<file path="src/rtl/enemy_fire_ctrl_pkg.sv">
// Shared game definitions: direction codes, tank geometry, fire-controller states.
// Also holds a small unsigned distance helper used for alignment and aiming.
package enemy_fire_ctrl_pkg;

    localparam logic [1:0] DIR_UP    = 2'b00;
    localparam logic [1:0] DIR_DOWN  = 2'b01;
    localparam logic [1:0] DIR_LEFT  = 2'b10;
    localparam logic [1:0] DIR_RIGHT = 2'b11;

    localparam int unsigned TANK_SIZE            = 30;
    localparam int unsigned RELOAD_TICKS_DEFAULT = 60;

    typedef enum logic [1:0] {
        ST_DEAD   = 2'd0,
        ST_RELOAD = 2'd1,
        ST_ARMED  = 2'd2,
        ST_FIRE   = 2'd3
    } fire_state_t;

    // Compare-then-subtract keeps screen distances unsigned.
    function automatic logic [9:0] abs_diff10(input logic [9:0] a, input logic [9:0] b);
        return (a >= b) ? (a - b) : (b - a);
    endfunction

endpackage

</file>
<file path="src/rtl/lfsr16.sv">
// 16-bit Fibonacci LFSR (taps 16,14,13,11) with seed and advance enable.
// OUT_W selects how many low-order bits are exposed to the user.
module lfsr16 #(
    parameter logic [15:0] SEED  = 16'hACE1,
    parameter int          OUT_W = 16
) (
    input  logic             clk_f,
    input  logic             rst,
    input  logic             advance,
    output logic [OUT_W-1:0] value
);

    logic [15:0] lfsr_reg;
    logic        feedback;

    assign feedback = lfsr_reg[15] ^ lfsr_reg[13] ^ lfsr_reg[12] ^ lfsr_reg[10];

    always_ff @(posedge clk_f) begin
        if (rst) begin
            lfsr_reg <= SEED;
        end else if (advance) begin
            lfsr_reg <= {lfsr_reg[14:0], feedback};
        end
    end

    assign value = lfsr_reg[OUT_W-1:0];

endmodule

</file>
<file path="src/rtl/enemy_fire_ctrl.sv">
// Per-enemy-tank fire controller: reload timing, fire decision, launch confirmation
// against the bullet stage, and aim direction toward the player.
module enemy_fire_ctrl
    import enemy_fire_ctrl_pkg::*;
#(
    parameter int unsigned RELOAD_TICKS = RELOAD_TICKS_DEFAULT,
    parameter logic [7:0]  FIRE_PROB    = 8'd64,
    parameter logic [9:0]  ALIGN_TOL    = 10'd8,
    parameter int unsigned FIRE_TIMEOUT = 8,
    parameter logic [15:0] LFSR_SEED    = 16'hACE1
) (
    input  logic       clk_f,
    input  logic       rst,
    input  logic       tank_alive,
    input  logic       player_alive,
    input  logic [9:0] tank_x,
    input  logic [9:0] tank_y,
    input  logic [9:0] player_x,
    input  logic [9:0] player_y,
    input  logic       bullet_exit,
    input  logic       bullet_exit_reg,
    output logic       shoot,
    output logic [5:0] bullet_counter,
    output logic [1:0] aim_dir,
    output logic [7:0] shots_fired
);

    localparam logic [5:0] RELOAD_CNT   = 6'(RELOAD_TICKS);
    localparam logic [3:0] TIMEOUT_LAST = 4'(FIRE_TIMEOUT - 1);
    localparam logic [9:0] CENTER_OFF   = 10'(TANK_SIZE / 2);

    fire_state_t state_reg, state_next;
    logic        shoot_reg, shoot_next;
    logic [5:0]  counter_reg, counter_next;
    logic [7:0]  shots_reg, shots_next;
    logic [3:0]  timeout_reg, timeout_next;
    logic [1:0]  aim_reg, aim_next;

    logic        lfsr_advance;
    logic [7:0]  rand_byte;

    logic [9:0]  tank_cx, tank_cy, player_cx, player_cy;
    logic [9:0]  dist_x, dist_y;
    logic        aligned, fire_cond, launch_seen;
    logic [1:0]  aim_calc;

    // The draw only moves while armed, so a dead tank keeps its sequence position.
    assign lfsr_advance = (state_reg == ST_ARMED) && tank_alive;

    lfsr16 #(
        .SEED  (LFSR_SEED),
        .OUT_W (8)
    ) u_lfsr (
        .clk_f   (clk_f),
        .rst     (rst),
        .advance (lfsr_advance),
        .value   (rand_byte)
    );

    assign tank_cx   = tank_x + CENTER_OFF;
    assign tank_cy   = tank_y + CENTER_OFF;
    assign player_cx = player_x + CENTER_OFF;
    assign player_cy = player_y + CENTER_OFF;
    assign dist_x    = abs_diff10(tank_cx, player_cx);
    assign dist_y    = abs_diff10(tank_cy, player_cy);

    assign aligned     = (dist_x < ALIGN_TOL) || (dist_y < ALIGN_TOL);
    assign fire_cond   = player_alive && (aligned || (rand_byte < FIRE_PROB));
    assign launch_seen = bullet_exit && !bullet_exit_reg;

    always_comb begin
        aim_calc = DIR_UP;
        if (dist_x >= dist_y) begin
            aim_calc = (player_x > tank_x) ? DIR_RIGHT : DIR_LEFT;
        end else begin
            aim_calc = (player_y > tank_y) ? DIR_DOWN : DIR_UP;
        end
    end

    always_ff @(posedge clk_f) begin
        if (rst) begin
            state_reg   <= ST_RELOAD;
            shoot_reg   <= 1'b0;
            counter_reg <= 6'd0;
            shots_reg   <= 8'd0;
            timeout_reg <= 4'd0;
            aim_reg     <= DIR_UP;
        end else begin
            state_reg   <= state_next;
            shoot_reg   <= shoot_next;
            counter_reg <= counter_next;
            shots_reg   <= shots_next;
            timeout_reg <= timeout_next;
            aim_reg     <= aim_next;
        end
    end

    always_comb begin
        state_next   = state_reg;
        shoot_next   = shoot_reg;
        counter_next = counter_reg;
        shots_next   = shots_reg;
        timeout_next = timeout_reg;
        aim_next     = aim_reg;

        if ((state_reg != ST_DEAD) && player_alive) begin
            aim_next = aim_calc;
        end

        if (!tank_alive) begin
            state_next   = ST_DEAD;
            shoot_next   = 1'b0;
            counter_next = 6'd0;
            timeout_next = 4'd0;
        end else begin
            case (state_reg)
                ST_DEAD: begin
                    state_next   = ST_RELOAD;
                    shoot_next   = 1'b0;
                    counter_next = 6'd0;
                end
                ST_RELOAD: begin
                    shoot_next = 1'b0;
                    // Reload time only accrues once the previous bullet has left play.
                    if (!bullet_exit) begin
                        if (counter_reg >= RELOAD_CNT - 6'd1) begin
                            counter_next = RELOAD_CNT;
                            state_next   = ST_ARMED;
                        end else begin
                            counter_next = counter_reg + 6'd1;
                        end
                    end
                end
                ST_ARMED: begin
                    shoot_next   = 1'b0;
                    counter_next = RELOAD_CNT;
                    if (fire_cond) begin
                        state_next   = ST_FIRE;
                        shoot_next   = 1'b1;
                        timeout_next = 4'd0;
                    end
                end
                ST_FIRE: begin
                    shoot_next   = 1'b1;
                    counter_next = RELOAD_CNT;
                    // A confirmed launch wins over a timeout landing on the same tick.
                    if (launch_seen) begin
                        state_next   = ST_RELOAD;
                        shoot_next   = 1'b0;
                        counter_next = 6'd0;
                        shots_next   = shots_reg + 8'd1;
                    end else if (timeout_reg == TIMEOUT_LAST) begin
                        state_next = ST_ARMED;
                        shoot_next = 1'b0;
                    end else begin
                        timeout_next = timeout_reg + 4'd1;
                    end
                end
                default: begin
                    state_next = ST_RELOAD;
                    shoot_next = 1'b0;
                end
            endcase
        end
    end

    assign shoot          = shoot_reg;
    assign bullet_counter = counter_reg;
    assign aim_dir        = aim_reg;
    assign shots_fired    = shots_reg;

endmodule

</file>
<file path="config.mk">
export PLATFORM = sky130hd
export DESIGN_NAME = enemy_fire_ctrl
export DESIGN_NICKNAME = d
export VERILOG_FILES = /design/src/rtl/enemy_fire_ctrl_pkg.sv /design/src/rtl/lfsr16.sv /design/src/rtl/enemy_fire_ctrl.sv
export SDC_FILE = /design/constraint.sdc
export NUM_CORES = 1
export LEC_CHECK = 0
export BUFFER_PORTS_ARGS = -buffer_cell sky130_fd_sc_hd__buf_2
export CAP_MARGIN = 10
export CORE_UTILIZATION = 50
export DETAILED_ROUTE_END_ITERATION = 12
export GPL_TIMING_DRIVEN = 0
export PLACE_DENSITY = 0.7
export SLEW_MARGIN = 20
export SYNTH_ARGS = -nofsm -noshare
export SYNTH_HDL_FRONTEND = slang
export SYNTH_SLANG_ARGS = --single-unit
</file>
<file path="constraint.sdc">
create_clock -name clk_f -period 8.8 [get_ports clk_f]
set_clock_uncertainty 0.05 [all_clocks]
set_input_delay 0.88 -clock clk_f [delete_from_list [all_inputs] [get_ports clk_f]]
set_output_delay 0.88 -clock clk_f [all_outputs]
set_load 0.01 [all_outputs]
</file>
-- After elaboration in Yosys (flattened, before gate mapping)
Index checks and enable logic that the tools add are counted.
- add/sub/neg operators: 11
- magnitude comparators: 9
- equality and inequality tests: 14
- muxes and demuxes: 24
- bitwise gates (word level): 4
- reduce and logical (&&, ||, !) cells: 16
- operator list (kind ; number):
    $add 10x4->10 const B ; 4
    $sub 10x10->10 ; 4
    $ge 10x10->1 ; 3
    $pmux 6 s4 ; 1
    $gt 10x10->1 ; 2
    $lt 10x4->1 const B ; 2
    $mux 10 ; 2
    $mux 6 ; 3
    $mux 2 ; 6
    $mux 4 ; 3
    $ne 3x3->1 const B ; 4
    $reduce_and 4->1 ; 3
    $ne 2x2->1 const B ; 5
    $add 8x1->8 const B ; 1
    $lt 8x7->1 const B ; 1
    $pmux 2 s4 ; 1
    $pmux 4 s2 ; 1
    $add 6x1->6 const B ; 1
    $ge 6x6->1 const B ; 1
    $mux 1 ; 6
    $add 4x1->4 const B ; 1
    $eq 2x2->1 const B ; 2
    $eq 4x3->1 const B ; 1
    $logic_and 1x1->1 ; 4
    11 further kinds ; 16
- flip-flop bits (word level): 39
- output and inout bits: 17
- word-level logic and storage cells: 86

-- Logic depth before layout (Yosys ltp)
- depth after elaboration: 10
- depth in mapped cells: 24

-- Modules after synthesis
A second synthesis with hierarchy kept.
- cell total of the unflattened synthesis: 616
- area, all modules: 4944.7 µm²
- modules (own cells, without submodules) (module ; times used ; cells each ; area an instance (µm²)):
    enemy_fire_ctrl ; 1 ; 553 ; 4265.3
    lfsr16 ; 1 ; 63 ; 679.4

-- Worst setup path after synthesis
OpenSTA, ideal clock, no wires.
- path type: input-to-reg
- start point: in player_x[0]
- end point: reg aim_reg[0], in the netlist aim_dir[0]
- arrival time: 4.916 ns
- data required time: 8.664 ns
- setup slack: 3.748 ns
- stages: 21
- path buffers: 1
- cell sequence: inv_1 ha_1 nand2_1 and3_1 and3_1 xnor2_1 ha_1 clkbuf_1 a21oi_1 o21ai_1 a21o_1 nor2_1 mux2_1 ha_1 a2111oi_0 o21ai_0 a21o_1 nand3_1 a31oi_1 mux2_1 a211oi_1
- cells in the longest elaborated chain, start to end: 5
- elaborated cells between the ends (all ways): 9
- RTL lines (item ; RTL line ; RTL):
    start: declaration ; enemy_fire_ctrl.sv:18 ; input logic [9:0] player_x,
    $add 10x4->10 ; enemy_fire_ctrl.sv:62 ; assign player_cx = player_x + CENTER_OFF;
    $sub 10x10->10 / $ge 10x10->1 (equally long branches) ; enemy_fire_ctrl_pkg.sv:22 ; return (a >= b) ? (a - b) : (b - a);
    $mux 10 ; enemy_fire_ctrl_pkg.sv:22 ;
    $ge 10x10->1 ; enemy_fire_ctrl.sv:73 ; if (dist_x >= dist_y) begin
    $mux 2 (*) ; enemy_fire_ctrl.sv:73 ;
    end signal: assignment ; enemy_fire_ctrl.sv:94 ; aim_reg <= aim_next;
    end: declaration ; enemy_fire_ctrl.sv:37 ; logic [1:0] aim_reg, aim_next;
Mark *: on every way between the ends. The rest lies on a longest branch, timed or not.
A chain may end at the register's enable or synchronous reset.

-- Worst setup path after layout
Ends and elaborated chain as after synthesis.

==> results.ini <==
[run_status]
status=finished, final reports clean

[routing]
ant_nets=0
top_layer_used=met4
vias_per_cell=5.59
wl_um=11800
wl_per_cell_um=13.5
drt-met1-wl_um=5670
met3_length_um=334
first_iter_violations=197
met2RoutedLength_um=5740
firstDrtPassIters=4
vias=4872
drc=0

[timing]
fin_crit_ps=5690
fin_crit_sh=0.646
finalHoldViolations=0
fin_ws_ps=3110
max_freq_mhz=176
relSlewSlack=0.446
maxSlewViolCount=0
final.setup.tns_ps=0
setup_viol=0
rsz0062_at_grt=false
tightest_slew_ps=824

[global_route]
grt_pass1_vias=4435
grt_max_degree=12
grt.total_usage=0.228
antenna_found_initial=0
grt_pass1_wl_um=19600
grt-ovfl-total=0

[cells_and_area]
design_area_mm2=0.00559
fill_cells=929
final_common_cell=ha_1
final_nets=861
largest_register_ff_count=16
antenna_cells=0
drive_above_1_share=0.108
mostFrequentLayoutCells=72 x ha_1, 70 x inv_1, 63 x nand2_1, 62 x buf_2
syn2layout_area_growth_pct=11.0

[synthesis]
synth.net_count=794
synth_compound_area_frac=0.216
synthArstFlopShare=0
synth-seq-cells=39
syn_inst=672
yosysUniqueCellTypes=62
syn_area_mm2=0.00504
synth_xor_area_frac=0.111
synthSimpleGateAreaFrac=0.219
synth_top_family_by_area=simple AND/OR/NAND/NOR gates
syn_area_per_cell_um2=7.50
synth-adder-area-share=0.195
muxShareOfSynthArea=0.0286
synth-edff-count=0
synthFlopType=dfxtp_1
yosys_warnings=0
synth.yosys.seq_area_share=0.155

[power]
power_density_mw_per_mm2=133
max-vdd-ir-drop_mv=0.0548
power.leakage_nw=2.63
power_mw=0.745

[clock_tree]
cts_sinks=39
clock_latency_ps=290
clkTransAtPathRegs_ps=70
postCtsHoldBufs=0
post_cts_buffers=0
cts_resized=0
cts_max_level=2
numCtsBuffers=5
clk_path_buf_depth=2
cts_root_buf=clkbuf_8
cts_tree=yes

[placement]
dp_hpwl_um=9710
placed_area_mm2=0.00550
io_buffers=60
gp_congestion=0.937
dp_worst_setup_slack_ps=2810

[worst_setup_path]
crit_path_max_incr_delay_ps=480
endpoint_kind=register
cp.required_ps=8950
cp_slowest_cell=nor2_1
path_max_fanout=8
path_class=in2reg
crit_top_cell=ha_1
arrival_ps=5840
crit_chain=buf_2 -> inv_1 -> ha_1 -> nand2_1 -> and3_1 -> and3_1 -> xnor2_1 -> ha_1 -> clkbuf_1 -> a21oi_1 -> o21ai_1 -> a21o_1 -> nor2_1 -> mux2_1 -> ha_1 -> a2111oi_0 -> o21ai_0 -> a21o_1 -> nand3_1 -> a31oi_1 -> mux2_1 -> a211oi_1
startpoint_type=input port

[floorplan]
die_w_um=102
die_height_um=102
initial_core_util=0.515
pin_count=63
die_area_mm2=0.0105
core_area_mm2=0.00977
rows=36

[job]
drv_cap=0

[hold_path]
hold_path.class=reg2reg

-- cells by family (layout without fill, tap and decap cells) --
kind of cell	count (synthesis)	after routing
simple gates	219	219
compound gates	163	163
buf+inv	97	164
fa+ha+maj	76	76
xor+xnor	64	64
flops	39	39
mux	14	14
-- cells in the mapped netlist, types with 3 or more instances --
| cell | count | share of area |
|---|---|---|
| a211o_1 | 3 | 0.0052 |
| nand3_1 | 17 | 0.017 |
| o21a_1 | 10 | 0.015 |
| a31oi_1 | 5 | 0.0062 |
| o211ai_1 | 7 | 0.010 |
| or3_1 | 7 | 0.0087 |
| nand3b_1 | 12 | 0.018 |
| o21ai_1 | 8 | 0.0079 |
| mux2_1 | 3 | 0.0067 |
| o21ai_0 | 27 | 0.027 |
| a21o_1 | 13 | 0.019 |
| mux2i_1 | 11 | 0.022 |
| clkbuf_1 | 21 | 0.016 |
| inv_1 | 70 | 0.052 |
| nor4_1 | 3 | 0.0037 |
| xnor2_1 | 47 | 0.082 |
| nor2_1 | 42 | 0.031 |
| ha_1 | 72 | 0.18 |
| fa_1 | 4 | 0.016 |
| nand2_1 | 63 | 0.047 |
| a21oi_1 | 47 | 0.047 |
| and3_1 | 15 | 0.019 |
| o211a_1 | 4 | 0.0079 |
| o21bai_1 | 3 | 0.0045 |
| xor2_1 | 17 | 0.030 |
| a211oi_1 | 7 | 0.010 |
| nand4_1 | 11 | 0.014 |
| nor2b_1 | 9 | 0.011 |
| and2_1 | 4 | 0.0050 |
| dfxtp_1 | 39 | 0.15 |
| nand2b_1 | 7 | 0.0087 |
| nor3_1 | 20 | 0.020 |
| a2111oi_0 | 4 | 0.0070 |
-- metrics by stage --
step           std cells  utilization  hold WS (ps)
2_1_floorplan        672            -           382
3_3_place_gp         865        0.563           390
3_5_place_dp         865        0.563           398
4_1_cts              872        0.572           408
5_1_grt              872        0.572           417
6_report             872        0.572           406
-- metal layers --
metal  GRT usage  vias to the layer above
li1            -                     2495
met1       0.301                     2292
met2       0.411                       83
met3      0.0226                        2
met4      0.0264                        0
met5           0                        -
-- critical path, delay by kind of cell --
| kind | cells | cell delay (ps) |
|---|---|---|
| muxes | 2 | 730 |
| adders and majority gates | 3 | 770 |
| and+or+nand+nor | 5 | 1070 |
| buffers and inverters | 3 | 400 |
| AOI/OAI and AO/OA | 8 | 1790 |
| xor gates and xnor gates | 1 | 200 |
-- area by class of cell --
class	count	area [um2]	share of cell area
tap	133	166	0.0298
clock buffer	6	82.6	0.0148
inverter	71	267	0.0477
sequential	39	781	0.140
buffer	26	115	0.0206
multi-input combinational	536	3870	0.693
clock inverter	1	5.00	0.000895
timing repair buffer	60	300	0.0537
-- path summary, 6_finish.rpt --
path	endpoint	start	slack [ps]	depth (start not counted)
hold reg to reg	u_lfsr.lfsr_reg[1]$_SDFFE_PP0P_	u_lfsr.lfsr_reg[1]$_SDFFE_PP0P_	410	2
setup / recovery	aim_dir[0]$_SDFFE_PP0P_	player_x[0]	3110	22
hold / removal	u_lfsr.lfsr_reg[1]$_SDFFE_PP0P_	u_lfsr.lfsr_reg[1]$_SDFFE_PP0P_	410	2
setup reg to reg	shots_fired[5]$_SDFFE_PP0P_	state_reg[1]$_SDFFE_PP0P_	6570	5
-- power breakdown --
part | internal (mW) | switching (mW) | total (mW) | leakage, nW
sequential | 0.180 | 0.00228 | 0.182 | 0.315
clock | 0.0615 | 0.0595 | 0.121 | 0.0470
combinational | 0.191 | 0.252 | 0.442 | 2.26
total | 0.432 | 0.313 | 0.745 | 2.63
(Power assumes the default switching activity.)
